`src/rtl/halloween_pkg.sv`:
```
// halloween_pkg: opcode, group and FSM state definitions shared by the sequencer
package halloween_pkg;
    localparam logic [3:0] OP_ON        = 4'h0;
    localparam logic [3:0] OP_RESET     = 4'h1;
    localparam logic [3:0] OP_GREEN     = 4'h4;
    localparam logic [3:0] OP_PURPLE    = 4'h5;
    localparam logic [3:0] OP_ORANGE    = 4'h6;
    localparam logic [3:0] OP_SCREAMING = 4'h8;
    localparam logic [3:0] OP_CACKLING  = 4'h9;
    localparam logic [3:0] OP_BOO       = 4'hA;
    localparam logic [3:0] OP_WAVEHANDS = 4'hC;
    localparam logic [3:0] OP_MOVEJAW   = 4'hD;
    localparam logic [3:0] OP_FOG       = 4'hE;
    localparam logic [1:0] GRP_SYS      = 2'b00;
    localparam logic [1:0] GRP_COLOR    = 2'b01;
    localparam logic [1:0] GRP_SOUND    = 2'b10;
    localparam logic [1:0] GRP_EFFECT   = 2'b11;
    typedef enum logic [1:0] {S_IDLE, S_LOAD, S_DWELL} seq_state_t;
endpackage

```
`src/rtl/halloween_sequencer_onehot_decoder.sv`:
```
// onehot_decoder: combinational binary to one-hot decode (in_i -> out_o, width 2**IN_W)
module onehot_decoder #(
    parameter int IN_W = 4
) (
    input  logic [IN_W-1:0]      in_i,
    output logic [2**IN_W-1:0]   out_o
);
    localparam int OUT_W = 2**IN_W;
    assign out_o = OUT_W'(1) << in_i;
endmodule

```
`src/rtl/halloween_sequencer.sv`:
```
// halloween_sequencer: steps through programmed opcode slots with a per-step dwell
// ports: clk/rst, enable_i run request, slot_data_i slot bank, dwell_cycles_i extra hold;
// registered slot_idx_o, opcode_o, onehot_o, group_o, op_valid_o, wrap_o, busy_o
module halloween_sequencer
    import halloween_pkg::*;
#(
    parameter int NUM_SLOTS = 4,
    parameter int OP_W      = 4,
    parameter int DWELL_W   = 4
) (
    input  logic                          clk,
    input  logic                          rst,
    input  logic                          enable_i,
    input  logic [NUM_SLOTS*OP_W-1:0]     slot_data_i,
    input  logic [DWELL_W-1:0]            dwell_cycles_i,
    output logic [$clog2(NUM_SLOTS)-1:0]  slot_idx_o,
    output logic [OP_W-1:0]               opcode_o,
    output logic [2**OP_W-1:0]            onehot_o,
    output logic [1:0]                    group_o,
    output logic                          op_valid_o,
    output logic                          wrap_o,
    output logic                          busy_o
);
    localparam int SW = $clog2(NUM_SLOTS);
    seq_state_t          state_q, state_d;
    logic [SW-1:0]       slot_q, slot_d;
    logic [OP_W-1:0]     op_q, op_d;
    logic [2**OP_W-1:0]  oh_q, oh_d, dec_oh;
    logic                valid_q, valid_d, wrap_q, wrap_d;
    logic [DWELL_W-1:0]  cnt_q, cnt_d;
    logic [OP_W-1:0]     sample;
    logic                is_reset, last;
    assign sample   = slot_data_i[int'(slot_q)*OP_W +: OP_W];
    // RESET in slot 0 falls through as a NOP so an all-RESET program cannot livelock
    assign is_reset = (sample == OP_W'(OP_RESET)) && (slot_q != '0);
    assign last     = slot_q == SW'(NUM_SLOTS-1);
    onehot_decoder #(.IN_W(OP_W)) u_dec (.in_i(sample), .out_o(dec_oh));
    always_comb begin
        state_d = state_q;
        slot_d  = slot_q;
        op_d    = op_q;
        oh_d    = oh_q;
        cnt_d   = cnt_q;
        valid_d = 1'b0;
        wrap_d  = 1'b0;
        if (!enable_i) begin
            state_d = S_IDLE;
            slot_d  = '0;
            op_d    = '0;
            oh_d    = '0;
            cnt_d   = '0;
        end else begin
            case (state_q)
                S_IDLE: state_d = S_LOAD;
                S_LOAD: begin
                    if (is_reset) begin
                        slot_d = '0;
                        wrap_d = 1'b1;
                    end else begin
                        op_d    = sample;
                        oh_d    = dec_oh;
                        valid_d = 1'b1;
                        cnt_d   = dwell_cycles_i;
                        state_d = S_DWELL;
                    end
                end
                S_DWELL: begin
                    if (cnt_q == '0) begin
                        slot_d  = last ? '0 : slot_q + 1'b1;
                        wrap_d  = last;
                        state_d = S_LOAD;
                    end else begin
                        cnt_d = cnt_q - 1'b1;
                    end
                end
                default: state_d = S_IDLE;
            endcase
        end
    end
    always_ff @(posedge clk or posedge rst) begin
        if (rst) begin
            state_q <= S_IDLE;
            slot_q  <= '0;
            op_q    <= '0;
            oh_q    <= '0;
            cnt_q   <= '0;
            valid_q <= 1'b0;
            wrap_q  <= 1'b0;
        end else begin
            state_q <= state_d;
            slot_q  <= slot_d;
            op_q    <= op_d;
            oh_q    <= oh_d;
            cnt_q   <= cnt_d;
            valid_q <= valid_d;
            wrap_q  <= wrap_d;
        end
    end
    assign slot_idx_o = slot_q;
    assign opcode_o   = op_q;
    assign onehot_o   = oh_q;
    assign group_o    = op_q[OP_W-1 -: 2];
    assign op_valid_o = valid_q;
    assign wrap_o     = wrap_q;
    assign busy_o     = state_q != S_IDLE;
endmodule

```
`config.mk`:
```
export PLATFORM = sky130hd
export DESIGN_NAME = halloween_sequencer
export DESIGN_NICKNAME = d
export VERILOG_FILES = /design/src/rtl/halloween_pkg.sv /design/src/rtl/halloween_sequencer_onehot_decoder.sv /design/src/rtl/halloween_sequencer.sv
export SDC_FILE = /design/constraint.sdc
export NUM_CORES = 1
export LEC_CHECK = 0
export BUFFER_PORTS_ARGS = -buffer_cell sky130_fd_sc_hd__buf_2
export CAP_MARGIN = 20
export CORE_MARGIN = 10
export CORE_UTILIZATION = 40
export DETAILED_ROUTE_END_ITERATION = 7
export PLACE_DENSITY = 0.67
export RECOVER_POWER = 25
export SYNTH_ARGS = -nofsm -noshare
export SYNTH_HDL_FRONTEND = slang
export SYNTH_SLANG_ARGS = --single-unit
```
`constraint.sdc`:
```
create_clock -name clk -period 3 [get_ports clk]
set_input_delay 0.6 -clock clk [delete_from_list [all_inputs] [get_ports clk]]
set_output_delay 0.6 -clock clk [all_outputs]
set_load 0.1 [all_outputs]
```
==> impl_metrics.env <==
export IMPL_status="finished with violations"
export IMPL_failed_checks="max-capacitance violations, max-slew violations"
export IMPL_die_area_um2=6990
export IMPL_slowest_delay_ns=0.66
export IMPL_grt_util_met2_pct=20.2
export IMPL_p_per_area_nw_per_um2=622
export IMPL_synth_top_area_share_pct=46.4
export IMPL_cp_end_kind="flip-flop"
export IMPL_crit_fanout=10
export IMPL_synth_seq_cells=30
export IMPL_vdd_drop_max_mv=0.250
export IMPL_syn_inst=140
export IMPL_grt_pass1_vias=1463
export IMPL_antenna_found_initial=0
export IMPL_yosys_top_cells_count="dfrtp_1 (30), a22o_1 (12), inv_1 (11)"
export IMPL_synthArstFlopShare_pct=100
export IMPL_cts_buffers=5
export IMPL_synth_distinct_cells=42
export IMPL_max_freq_ghz=0.404
export IMPL_tritoncts="yes"
export IMPL_avgRoutedWirePerCell_um=16.4
export IMPL_finalCriticalPeriod_ns=2.48
export IMPL_ys_seq_area_share_pct=46.4
export IMPL_post_cts_resized=0
export IMPL_vias_per_cell=5.41
export IMPL_slew_viol_final=31
export IMPL_cts_setup_buffers=0
export IMPL_syn_cell_area_um2=1620
export IMPL_drc=0
export IMPL_relSlewSlack_pct=-6.70
export IMPL_hold_viol_final=0
export IMPL_grt_usage_pct=11.5
export IMPL_grt_busiest_layer="met2"
export IMPL_drtIter0Drc=38
export IMPL_grt_setup_unrepaired="false"
export IMPL_synth_edf_count=0
export IMPL_timing_worst_setup_path_type="flip-flop to flip-flop"
export IMPL_synth_nets=171
export IMPL_initial_core_util_pct=40.8
export IMPL_grt_max_degree=31
export IMPL_fp_dieW_um=83.6
export IMPL_synthFlopType="dfrtp_1"
export IMPL_start_kind="flip-flop"
export IMPL_clk_pin_slew_worst_paths_ns=0.07
export IMPL_crit_slowest_cell="mux4_2"
export IMPL_path_cells="mux4_2 -> nand2b_4 -> nor4_4 -> a21o_4 -> mux2_4"
export IMPL_syn_to_final_growth_pct=22.9
export IMPL_grt_met3_usage_pct=5.47
export IMPL_layout_drive_gt1_share_pct=35.9
export IMPL_dieHeight_um=83.6
export IMPL_clock_skew_final_ns=0.00354
export IMPL_period_share_pct=82.6
export IMPL_use_met1_pct=11.8
export IMPL_drt_wl_total_um=3980
export IMPL_arrival_ns=2.64
export IMPL_yosysTopAreaCell="dfrtp_1"
export IMPL_gr_total_overflow=0
export IMPL_n_antenna_cell=0
export IMPL_worstSkewPairLatency_ns=0.28
export IMPL_portBuffers=49
export IMPL_grt_pass1_wl_um=6730
export IMPL_worst_pin_slew_ns=1.60
export IMPL_ios=50
export IMPL_nets=222
export IMPL_tns_ns=0
export IMPL_gp_congestion=0.819
export IMPL_critPathRequiredTime_ns=3.17
export IMPL_maxCapViolations=1
export IMPL_post_dp_hpwl_um=3110
export IMPL_yosys_warnings=0
export IMPL_power_w=0.00124
export IMPL_setup_viol=0
export IMPL_ctsHoldBuffers=0
export IMPL_netlist_top_cells_area="dfrtp_1 (46%), a22o_1 (6.5%), ha_1 (6.2%)"
export IMPL_coreArea_um2=3970
export IMPL_clock_sinks=30
export IMPL_root_buffer="clkbuf_8"
export IMPL_yosysMostFrequentCell="dfrtp_1"
export IMPL_vias=1309
export IMPL_hold_path_class="flip-flop to flip-flop"
export IMPL_placementRows=23
export IMPL_postSynthAreaPerCell_um2=11.6
export IMPL_ctsHtreeMaxLevel=2
export IMPL_p_leak_nw=1.02
export IMPL_cts_buffer_depth=2
export IMPL_ant_nets=0
export IMPL_dr_pass1_iters=4
[state kept, by name, indices dropped and copies added, names as in the netlist]
| register | count |
|---|---|
| opcode_o | 4 |
| op_valid_o | 1 |
| state_q | 2 |
| onehot_o | 16 |
| cnt_q | 4 |
| slot_idx_o | 2 |
| wrap_o | 1 |
[power breakdown]
group,leakage (nW),switching (W),internal (W)
Combinational,0.558,0.000313,0.000123
Sequential,0.410,0.0000280,0.000436
Clock,0.0472,0.000154,0.000184
[critical path, delay by kind of cell, from the launching register on]
kind / cells / cell delay [ns]
AOI/OAI and AO/OA: 1 / 0.18
DFF: 1 / 0.56
and+or+nand+nor: 2 / 0.67
muxes: 2 / 0.95
[cells in the final DEF (no fill, tap or decap), types with 3 or more instances in the layout]
master / Yosys / layout
inv_1: 11 / 11
o21ai_0: 4 / 4
mux2_2: 3 / 3
o21a_1: 3 / 3
clkbuf_8: 0 / 6
buf_2: 2 / 49
nor2_1: 4 / 4
nand3_1: 3 / 3
nor3_1: 3 / 3
ha_1: 8 / 8
mux2i_1: 4 / 4
a22o_1: 12 / 12
nand2_1: 9 / 9
dfrtp_1: 30 / 30
a32o_1: 6 / 6
[metal layers]
layer,up-vias,wire [um]
li1,619,-
met1,639,1520
met2,45,2120
met3,6,299
met4,0,44
met5,-,0
[cells by family (layout without fill, tap and decap cells)]
group | after synthesis | count (layout) | share of synthesized area (%)
AOI/OAI and AO/OA | 39 | 39 | 19.5
buffers and inverters | 18 | 70 | 5.25
xor gates and xnor gates | 2 | 2 | 1.08
adders and majority gates | 8 | 8 | 6.18
muxes | 11 | 11 | 9.89
DFF | 30 | 30 | 46.4
and+or+nand+nor | 32 | 32 | 11.7
[final cells by class]
type                       count  area [um^2]
multi-input combinational     92          783
sequential                    30          751
timing repair buffer          51          256
clock inverter                 2         12.5
inverter                      11         41.3
fill                         381         1980
clock buffer                   6         82.6
tap                           50         62.6
[path summary, 6_finish.rpt]
check                         startpoint  slack (ns)       endpoint  depth (start not counted)
setup / recovery           slot_idx_o[0]        0.52       cnt_q[3]                          5
hold / removal              onehot_o[14]        0.50   onehot_o[14]                          1
min in group asynchronous            rst        0.86    onehot_o[7]                          3
setup reg to reg           slot_idx_o[0]        0.52       cnt_q[3]                          5
hold reg to reg             onehot_o[14]        0.50   onehot_o[14]                          1
max in group asynchronous            rst        1.21  slot_idx_o[0]                          3
[stage by stage]
| stage | worst slack (ns) | cell area, um^2 | utilization, % | hold slack [ns] | cells |
|---|---|---|---|---|---|
| 5_1_grt | 0.344 | 1990 | 50.1 | 0.522 | 242 |
| 4_1_cts | 0.506 | 1990 | 50.2 | 0.390 | 242 |
| 6_report | 0.523 | 1990 | 50.1 | 0.498 | 242 |
| 3_5_place_dp | 0.474 | 1900 | 47.8 | 0.485 | 234 |
| 3_3_place_gp | 0.502 | 1900 | 47.8 | 0.474 | 234 |
| 2_1_floorplan | 0.105 | 1620 | - | 0.527 | 140 |
Power figures use the tool's default switching activity.
